===== src/rtl/bcd_pkg.sv =====
// rtl/bcd_pkg.sv - shared BCD constants, converter FSM state type and digit check
//
// Purpose : common definitions for the BCD <-> binary converter family.
// Contents: BCD_DIGIT_W, BCD_MAX_DIGIT, bcd_state_e, bcd_digit_valid().
package bcd_pkg;

  localparam int BCD_DIGIT_W   = 4;
  localparam int BCD_MAX_DIGIT = 9;

  typedef enum logic [1:0] {
    ST_IDLE = 2'd0,
    ST_CONV = 2'd1,
    ST_DONE = 2'd2
  } bcd_state_e;

  function automatic logic bcd_digit_valid(input logic [BCD_DIGIT_W-1:0] nibble);
    return nibble <= BCD_DIGIT_W'(BCD_MAX_DIGIT);
  endfunction

endpackage


===== src/rtl/bcd_mac10.sv =====
// rtl/bcd_mac10.sv - combinational multiply-by-ten-and-add step for BCD conversion
//
// Purpose : o_result = i_acc*10 + i_digit, built from shifts and adds.
// Ports   : i_acc    - W-bit running accumulator
//           i_digit  - one BCD nibble (not range-checked here)
//           o_result - W-bit result, wraps modulo 2^W
module bcd_mac10 import bcd_pkg::*; #(
  parameter int W = 14
) (
  input  logic [W-1:0]           i_acc,
  input  logic [BCD_DIGIT_W-1:0] i_digit,
  output logic [W-1:0]           o_result
);

  // acc*10 == acc*8 + acc*2
  assign o_result = (i_acc << 3) + (i_acc << 1) + W'(i_digit);

endmodule


===== src/rtl/bcd3_to_binary_seq.sv =====
// rtl/bcd3_to_binary_seq.sv - sequential packed-BCD to unsigned binary converter
//
// Purpose : accepts NUM_DIGITS packed BCD digits through a valid/ready handshake,
//           folds them MSD first into a binary accumulator one digit per cycle,
//           and presents the result through a valid/ready handshake.
// Ports   : clk, resetN (async, active low)
//           inValid/inReady/bcdIn          - input word handshake
//           outValid/outReady/binaryOut    - result handshake
//           digitError                     - some input nibble was above 9
module bcd3_to_binary_seq import bcd_pkg::*; #(
  parameter int NUM_DIGITS = 3,
  parameter int OUT_WIDTH  = 10
) (
  input  logic                              clk,
  input  logic                              resetN,
  input  logic                              inValid,
  output logic                              inReady,
  input  logic [BCD_DIGIT_W*NUM_DIGITS-1:0] bcdIn,
  output logic                              outValid,
  input  logic                              outReady,
  output logic [OUT_WIDTH-1:0]              binaryOut,
  output logic                              digitError
);

  localparam int ACC_W = OUT_WIDTH + BCD_DIGIT_W;
  localparam int IN_W  = BCD_DIGIT_W * NUM_DIGITS;
  localparam int CNT_W = (NUM_DIGITS > 1) ? $clog2(NUM_DIGITS) : 1;
  localparam logic [CNT_W-1:0] LAST_DIGIT = CNT_W'(NUM_DIGITS - 1);

  bcd_state_e              r_state;
  logic [IN_W-1:0]         r_shadow;
  logic [ACC_W-1:0]        r_acc;
  logic [CNT_W-1:0]        r_digit_cnt;
  logic                    r_err;

  logic [BCD_DIGIT_W-1:0]  w_digit;
  logic [ACC_W-1:0]        w_acc_next;
  logic                    w_overflow;
  logic                    w_bad;

  // The shadow word is shifted left one digit per CONV cycle, so the digit
  // being folded in is always the top nibble (MSD first).
  assign w_digit = r_shadow[IN_W-1 -: BCD_DIGIT_W];

  bcd_mac10 #(.W(ACC_W)) u_mac10 (
    .i_acc    (r_acc),
    .i_digit  (w_digit),
    .o_result (w_acc_next)
  );

  always_ff @(posedge clk or negedge resetN) begin
    if (!resetN) begin
      r_state     <= ST_IDLE;
      r_shadow    <= '0;
      r_acc       <= '0;
      r_digit_cnt <= '0;
      r_err       <= 1'b0;
    end else begin
      unique case (r_state)
        ST_IDLE: begin
          if (inValid) begin
            r_shadow    <= bcdIn;
            r_acc       <= '0;
            r_err       <= 1'b0;
            r_digit_cnt <= '0;
            r_state     <= ST_CONV;
          end
        end
        ST_CONV: begin
          r_acc       <= w_acc_next;
          r_shadow    <= r_shadow << BCD_DIGIT_W;
          r_digit_cnt <= r_digit_cnt + CNT_W'(1);
          if (!bcd_digit_valid(w_digit)) begin
            r_err <= 1'b1;
          end
          if (r_digit_cnt == LAST_DIGIT) begin
            r_state <= ST_DONE;
          end
        end
        ST_DONE: begin
          if (outReady) begin
            r_state <= ST_IDLE;
          end
        end
        default: r_state <= ST_IDLE;
      endcase
    end
  end

  // With all digits valid the accumulator never exceeds 10^NUM_DIGITS-1, so
  // any bit above OUT_WIDTH can only come from bad nibbles; treat it as one.
  assign w_overflow = |r_acc[ACC_W-1:OUT_WIDTH];
  assign w_bad      = r_err || w_overflow;

  assign inReady    = (r_state == ST_IDLE);
  assign outValid   = (r_state == ST_DONE);
  assign digitError = outValid && w_bad;
  assign binaryOut  = (outValid && !w_bad) ? r_acc[OUT_WIDTH-1:0] : '0;

endmodule


===== config.mk =====
export PLATFORM = sky130hd
export DESIGN_NAME = bcd3_to_binary_seq
export DESIGN_NICKNAME = d
export VERILOG_FILES = /design/src/rtl/bcd_pkg.sv /design/src/rtl/bcd_mac10.sv /design/src/rtl/bcd3_to_binary_seq.sv
export SDC_FILE = /design/constraint.sdc
export NUM_CORES = 1
export LEC_CHECK = 0
export ABC_AREA = 1
export ABC_CLOCK_PERIOD_IN_PS = 2500
export CAP_MARGIN = 20
export CORE_MARGIN = 3
export CORE_UTILIZATION = 48
export DETAILED_ROUTE_END_ITERATION = 8
export PLACE_DENSITY = 0.71
export SKIP_LAST_GASP = 1
export SLEW_MARGIN = 10
export SYNTH_ARGS = -nofsm -noshare
export SYNTH_HDL_FRONTEND = slang
export SYNTH_HIERARCHICAL = 1
export SYNTH_SLANG_ARGS = --single-unit

===== constraint.sdc =====
create_clock -name clk -period 2.5 [get_ports clk]
set_input_delay 0.25 -clock clk [delete_from_list [all_inputs] [get_ports clk]]
set_output_delay 0.25 -clock clk [all_outputs]
set_load 0.05 [all_outputs]

==> impl_metrics.env, run 1 <==
export IMPL_mostFrequentLayoutCells="nand2_1, inv_1, nand3_1"
export IMPL_worst_pin_slew_ns=0.502
export IMPL_drt_initial_drc_count=145
export IMPL_placed_area_um2=2590
export IMPL_slew_headroom_pct=66.4
export IMPL_hold_buffers=0
export IMPL_outcome="finished, final reports clean"
export IMPL_diodes=0
export IMPL_drive_gt1_share_pct=9.30
export IMPL_gr_total_overflow=0
export IMPL_cts_tree="yes"
export IMPL_setup_violations=0
export IMPL_synth_fa_ha_area_share_pct=14.1
export IMPL_fin_tns_setup_ns=0
export IMPL_start_kind="register"
export IMPL_totalWireLength_um=5300
export IMPL_grt_pass1_wl_um=9160
export IMPL_area_delta_synth_final_pct=15.2
export IMPL_fp_dieW_um=75.5
export IMPL_ys_types=24
export IMPL_finalHoldViolCount=0
export IMPL_syn_cell_area_um2=2320
export IMPL_ys_ff_latch=31
export IMPL_worstPathArrival_ns=1.96
export IMPL_dr_pass1_iters=4
export IMPL_cp_required_ns=2.25
export IMPL_yosysWarnings=6
export IMPL_dp_hpwl_um=4020
export IMPL_criticalPathCategory="register to output pin"
export IMPL_numCtsBuffers=5
export IMPL_avgSynthCellArea_um2=7.12
export IMPL_synthMuxAreaShare_pct=0
export IMPL_place_congestion=0.908
export IMPL_rsz0062_at_grt="no"
export IMPL_die_y_um=75.5
export IMPL_synth_xor_area_share_pct=2.27
export IMPL_fin_skew_ns=0.00202
export IMPL_syn_inst=326
export IMPL_core_area_um2=4500
export IMPL_postCtsSetupBuffers=0
export IMPL_numClockSinks=31
export IMPL_antenna_found_initial=0
export IMPL_final_nets=395
export IMPL_cts_root_buffer="clkbuf_8"
export IMPL_maxCapViolCount=0
export IMPL_antenna_left=0
export IMPL_holdCritPathClass="input port to async pin"
export IMPL_viasPerCell=5.14
export IMPL_insertion_delay_ns=0.28
export IMPL_max_freq_mhz=452
export IMPL_drc=0
export IMPL_synth_top_area_share_pct=33.4
export IMPL_crit_path_end_kind="output pin"
export IMPL_synth_top_family_by_area="simple AND/OR/NAND/NOR gates"
export IMPL_post_place_ws_ns=0.345
export IMPL_start_util_pct=51.5
export IMPL_p_leak_nw=1.53
export IMPL_yosysSeqAreaShare_pct=33.4
export IMPL_cts_path_max_buffers=2
export IMPL_clk_pin_slew_ns=0.07
export IMPL_io_pins=29
export IMPL_synth_compound_area_share_pct=5.29
export IMPL_wl_per_cell_um=13.0
export IMPL_stdcell_count=407
export IMPL_period_needed_ns=2.21
export IMPL_post_cts_resized=0
export IMPL_setup_slack_ns=0.285
export IMPL_cts_htree_levels=2
export IMPL_postSynthNetCount=367
export IMPL_vias=2092
export IMPL_layout_commonest_cell="nand2_1"
export IMPL_placed_cells=399
export IMPL_grt_max_degree=32
export IMPL_slew_viol_final=0
export IMPL_io_buffers=28
export IMPL_grt_pass1_vias=1975
export IMPL_yosys_area_top_type="dfrtp_1"
export IMPL_grt_use_total_pct=20.9
export IMPL_path_max_fanout=7
export IMPL_power_density_nw_per_um2=1330
export IMPL_synth_simple_gate_area_share_pct=32.4
export IMPL_synth_area_leaders="dfrtp_1, nand2_1, ha_1, inv_1, nand3_1"
export IMPL_irDropWorstVdd_mv=0.728
export IMPL_dieArea_um2=5700
export IMPL_final_cell_area_um2=2670
export IMPL_post_route_period_util_pct=88.6
export IMPL_rows=24
-- metrics by stage --
stage	power, mW	hold WS, ns	utilization [%]
floorplan	2.67	-0.0456	-
global placement	3.12	0.489	57.5
detailed placement	3.15	0.475	57.5
CTS	3.57	0.373	59.3
global route	3.93	0.405	59.3
finish	3.55	0.356	59.3
-- layout make-up --
type	instances	area, um2
clock buffers	7	76.3
clock inverters	1	5.00
fillers	433	1830
inverters	58	218
multi-input cells	227	1250
flip-flops and latches	31	776
well taps	52	65.1
repair buffers	31	278
-- worst max-delay path, cell delays in order, from the launching register on --
cell and delay [ns]:
dfrtp_1 0.49, inv_2 0.13, nand2_1 0.08, inv_1 0.08, nand2_1 0.05, inv_1 0.05
clkdlybuf4s50_1 0.79
-- cell usage after synthesis --
cell / number
a21oi_1: 4
or2_2: 5
ha_1: 23
inv_1: 55
o21ai_2: 2
inv_2: 3
nand2_1: 104
buf_4: 4
nand4_1: 3
buf_2: 4
nand2_2: 1
xnor2_1: 1
nor2_1: 13
buf_6: 2
fa_1: 2
dfrtp_1: 31
nand3_1: 33
xor2_1: 5
o21ai_1: 1
nand3_2: 1
o21ai_0: 16
nor3_1: 10
nand3b_1: 1
nand2_4: 2
-- metal layers --
| layer | track usage, % | up-vias | routed length [um] |
|---|---|---|---|
| met5 | 0 | - | 0 |
| met2 | 32.2 | 41 | 2430 |
| li1 | - | 1076 | - |
| met4 | 4.47 | 0 | 72 |
| met3 | 4.75 | 11 | 189 |
| met1 | 30.2 | 964 | 2620 |
-- logic make-up (layout without fill, tap and decap cells) --
kind of cell	Yosys count	after routing
compound gates	23	23
xor+xnor	6	6
fa+ha+maj	25	25
buf+inv	68	97
flops	31	31
simple gates	173	173
-- registers in the layout, summed over array words and instances (netlist names) --
signal       count
r_acc           14
r_digit_cnt      2
r_err            1
r_shadow        12
r_state          2
-- report_power, final --
group | internal (mW) | switching, mW | leakage (nW)
clock network | 0.195 | 0.191 | 0.0422
registers | 0.736 | 0.185 | 0.393
logic | 0.813 | 1.43 | 1.10
total | 1.74 | 1.81 | 1.53
-- final timing paths --
path / start / end / slack (ns) / depth (start not counted)
setup / recovery: r_state[0] / digitError / 0.29 / 6
hold / removal: resetN / r_shadow[3] / 0.36 / 2
setup reg to reg: r_acc[0] / r_acc[10] / 0.35 / 12
hold reg to reg: r_err / r_err / 0.50 / 2
max in group asynchronous: resetN / r_acc[5] / 1.85 / 2
min in group clk: r_err / r_err / 0.50 / 2
(Power assumes the default switching activity.)
==> run 2: changes to the inputs <==
CAP_MARGIN = 5   (was 20)
PLACE_DENSITY = 0.75   (was 0.71)
==> run 2 against run 1 <==
Critical path type unchanged. Largest power group unchanged. Maximum frequency rose by 0.84%. Combinational power barely moved. Sequential power barely moved. Via count fell by 1.4%. Critical path depth did not move. Critical endpoint unchanged. Register-to-register slack barely moved. Hold slack improved by 0.012 ns. Utilization rose by 0.81 points.
==> impl_metrics.env, run 2 (synthesis results as in run 1) <==
export IMPL_worst_pin_slew_ns=0.500
export IMPL_worstPathArrival_ns=1.95
export IMPL_io_pins=29
export IMPL_final_cell_area_um2=2710
export IMPL_holdCritPathClass="input port to async pin"
export IMPL_cts_htree_levels=2
export IMPL_startpoint="r_state[0]"
export IMPL_cts_root_buffer="clkbuf_8"
export IMPL_totalWireLength_um=5140
export IMPL_setup_slack_ns=0.304
export IMPL_period_needed_ns=2.20
export IMPL_grt_max_degree=32
export IMPL_fin_tns_setup_ns=0
export IMPL_post_cts_resized=0
export IMPL_dieArea_um2=5700
export IMPL_largest_reg_flops=14
export IMPL_placed_cells=399
export IMPL_postCtsSetupBuffers=0
export IMPL_antenna_found_initial=0
export IMPL_slew_headroom_pct=66.6
export IMPL_cts_tree="yes"
export IMPL_outcome="finished, final reports clean"
export IMPL_fp_dieW_um=75.5
export IMPL_critPathCapture="digitError"
export IMPL_crit_path_end_kind="output pin"
export IMPL_p_total_mw=3.67
export IMPL_grt_use_total_pct=19.9
export IMPL_placed_area_um2=2590
export IMPL_io_buffers=28
export IMPL_cts_path_max_buffers=2
export IMPL_irDropWorstVdd_mv=0.667
export IMPL_post_route_period_util_pct=87.9
export IMPL_area_delta_synth_final_pct=16.7
export IMPL_post_place_ws_ns=0.353
export IMPL_start_util_pct=51.5
export IMPL_gr_total_overflow=0
export IMPL_place_congestion=0.874
export IMPL_finalHoldViolCount=0
export IMPL_core_area_um2=4500
export IMPL_vias=2062
export IMPL_diodes=0
export IMPL_p_leak_nw=1.55
export IMPL_max_freq_mhz=455
export IMPL_rr_startpoint="r_acc[0]"
export IMPL_stdcell_count=407
export IMPL_wl_per_cell_um=12.6
export IMPL_top_regs="r_acc: 14 flops, r_shadow: 12 flops"
export IMPL_drc=0
export IMPL_cp_required_ns=2.25
export IMPL_fin_skew_ns=0.00812
export IMPL_criticalPathCategory="register to output pin"
export IMPL_rsz0062_at_grt="no"
export IMPL_numCtsBuffers=5
export IMPL_grt_pass1_wl_um=8670
export IMPL_drive_gt1_share_pct=9.86
export IMPL_final_nets=395
export IMPL_numClockSinks=31
export IMPL_maxCapViolCount=0
export IMPL_insertion_delay_ns=0.28
export IMPL_mostFrequentLayoutCells="nand2_1, inv_1, nand3_1"
export IMPL_drt_initial_drc_count=117
export IMPL_rr_worst_depth=12
export IMPL_r2r_end="r_acc[10]"
export IMPL_start_kind="register"
export IMPL_viasPerCell=5.07
export IMPL_slew_viol_final=0
export IMPL_setup_violations=0
export IMPL_grt_pass1_vias=1884
export IMPL_antenna_left=0
export IMPL_hold_buffers=0
export IMPL_dr_pass1_iters=4
export IMPL_final_util_pct=60.1
export IMPL_largest_register="r_acc"
export IMPL_clk_pin_slew_ns=0.07
export IMPL_die_y_um=75.5
export IMPL_reg2reg_slack_ns=0.34
export IMPL_layout_commonest_cell="nand2_1"
export IMPL_rows=24
export IMPL_path_max_fanout=7
export IMPL_power_density_nw_per_um2=1360
export IMPL_whs_ns=0.368
export IMPL_dp_hpwl_um=3870
[run 2: metal layers]
metal	vias up	wire, um	track usage [%]
li1	1076	-	-
met1	925	2390	28.4
met4	0	55	4.08
met3	6	335	5.15
met2	55	2350	30.8
met5	-	0	0
[run 2: where the power goes]
| group | total, mW | switching, mW | internal [mW] |
|---|---|---|---|
| Sequential | 0.920 | 0.185 | 0.736 |
| Combinational | 2.23 | 1.42 | 0.814 |
| Clock | 0.518 | 0.195 | 0.322 |
[run 2: how the worst min path moves through the flow]
| stage | to | slack (ns) | cells after the start |
|---|---|---|---|
| 6_report | r_shadow[0] | 0.37 | 2 |
| 2_1_floorplan | r_acc[0] | -0.05 | 0 |
| 5_1_grt | r_shadow[3] | 0.41 | 2 |
| 3_3_place_gp | r_err | 0.47 | 2 |
| 3_5_place_dp | r_err | 0.49 | 2 |
| 4_1_cts | r_acc[8] | 0.38 | 2 |
[run 2: cell type report]
type                    instances  area (um2)
inverters                      58         218
fillers                       434        1800
repair buffers                 31         278
clock inverters                 2        35.0
clock buffers                   6        82.6
multi-input cells             227        1250
flip-flops and latches         31         776
well taps                      52        65.1
[run 2: worst max-delay path: stages, from the launching register on]
cell             delay [ns]
dfrtp_1                0.49
inv_2                  0.13
nand2_1                0.07
inv_1                  0.07
nand2_1                0.05
inv_1                  0.05
clkdlybuf4s50_1        0.79
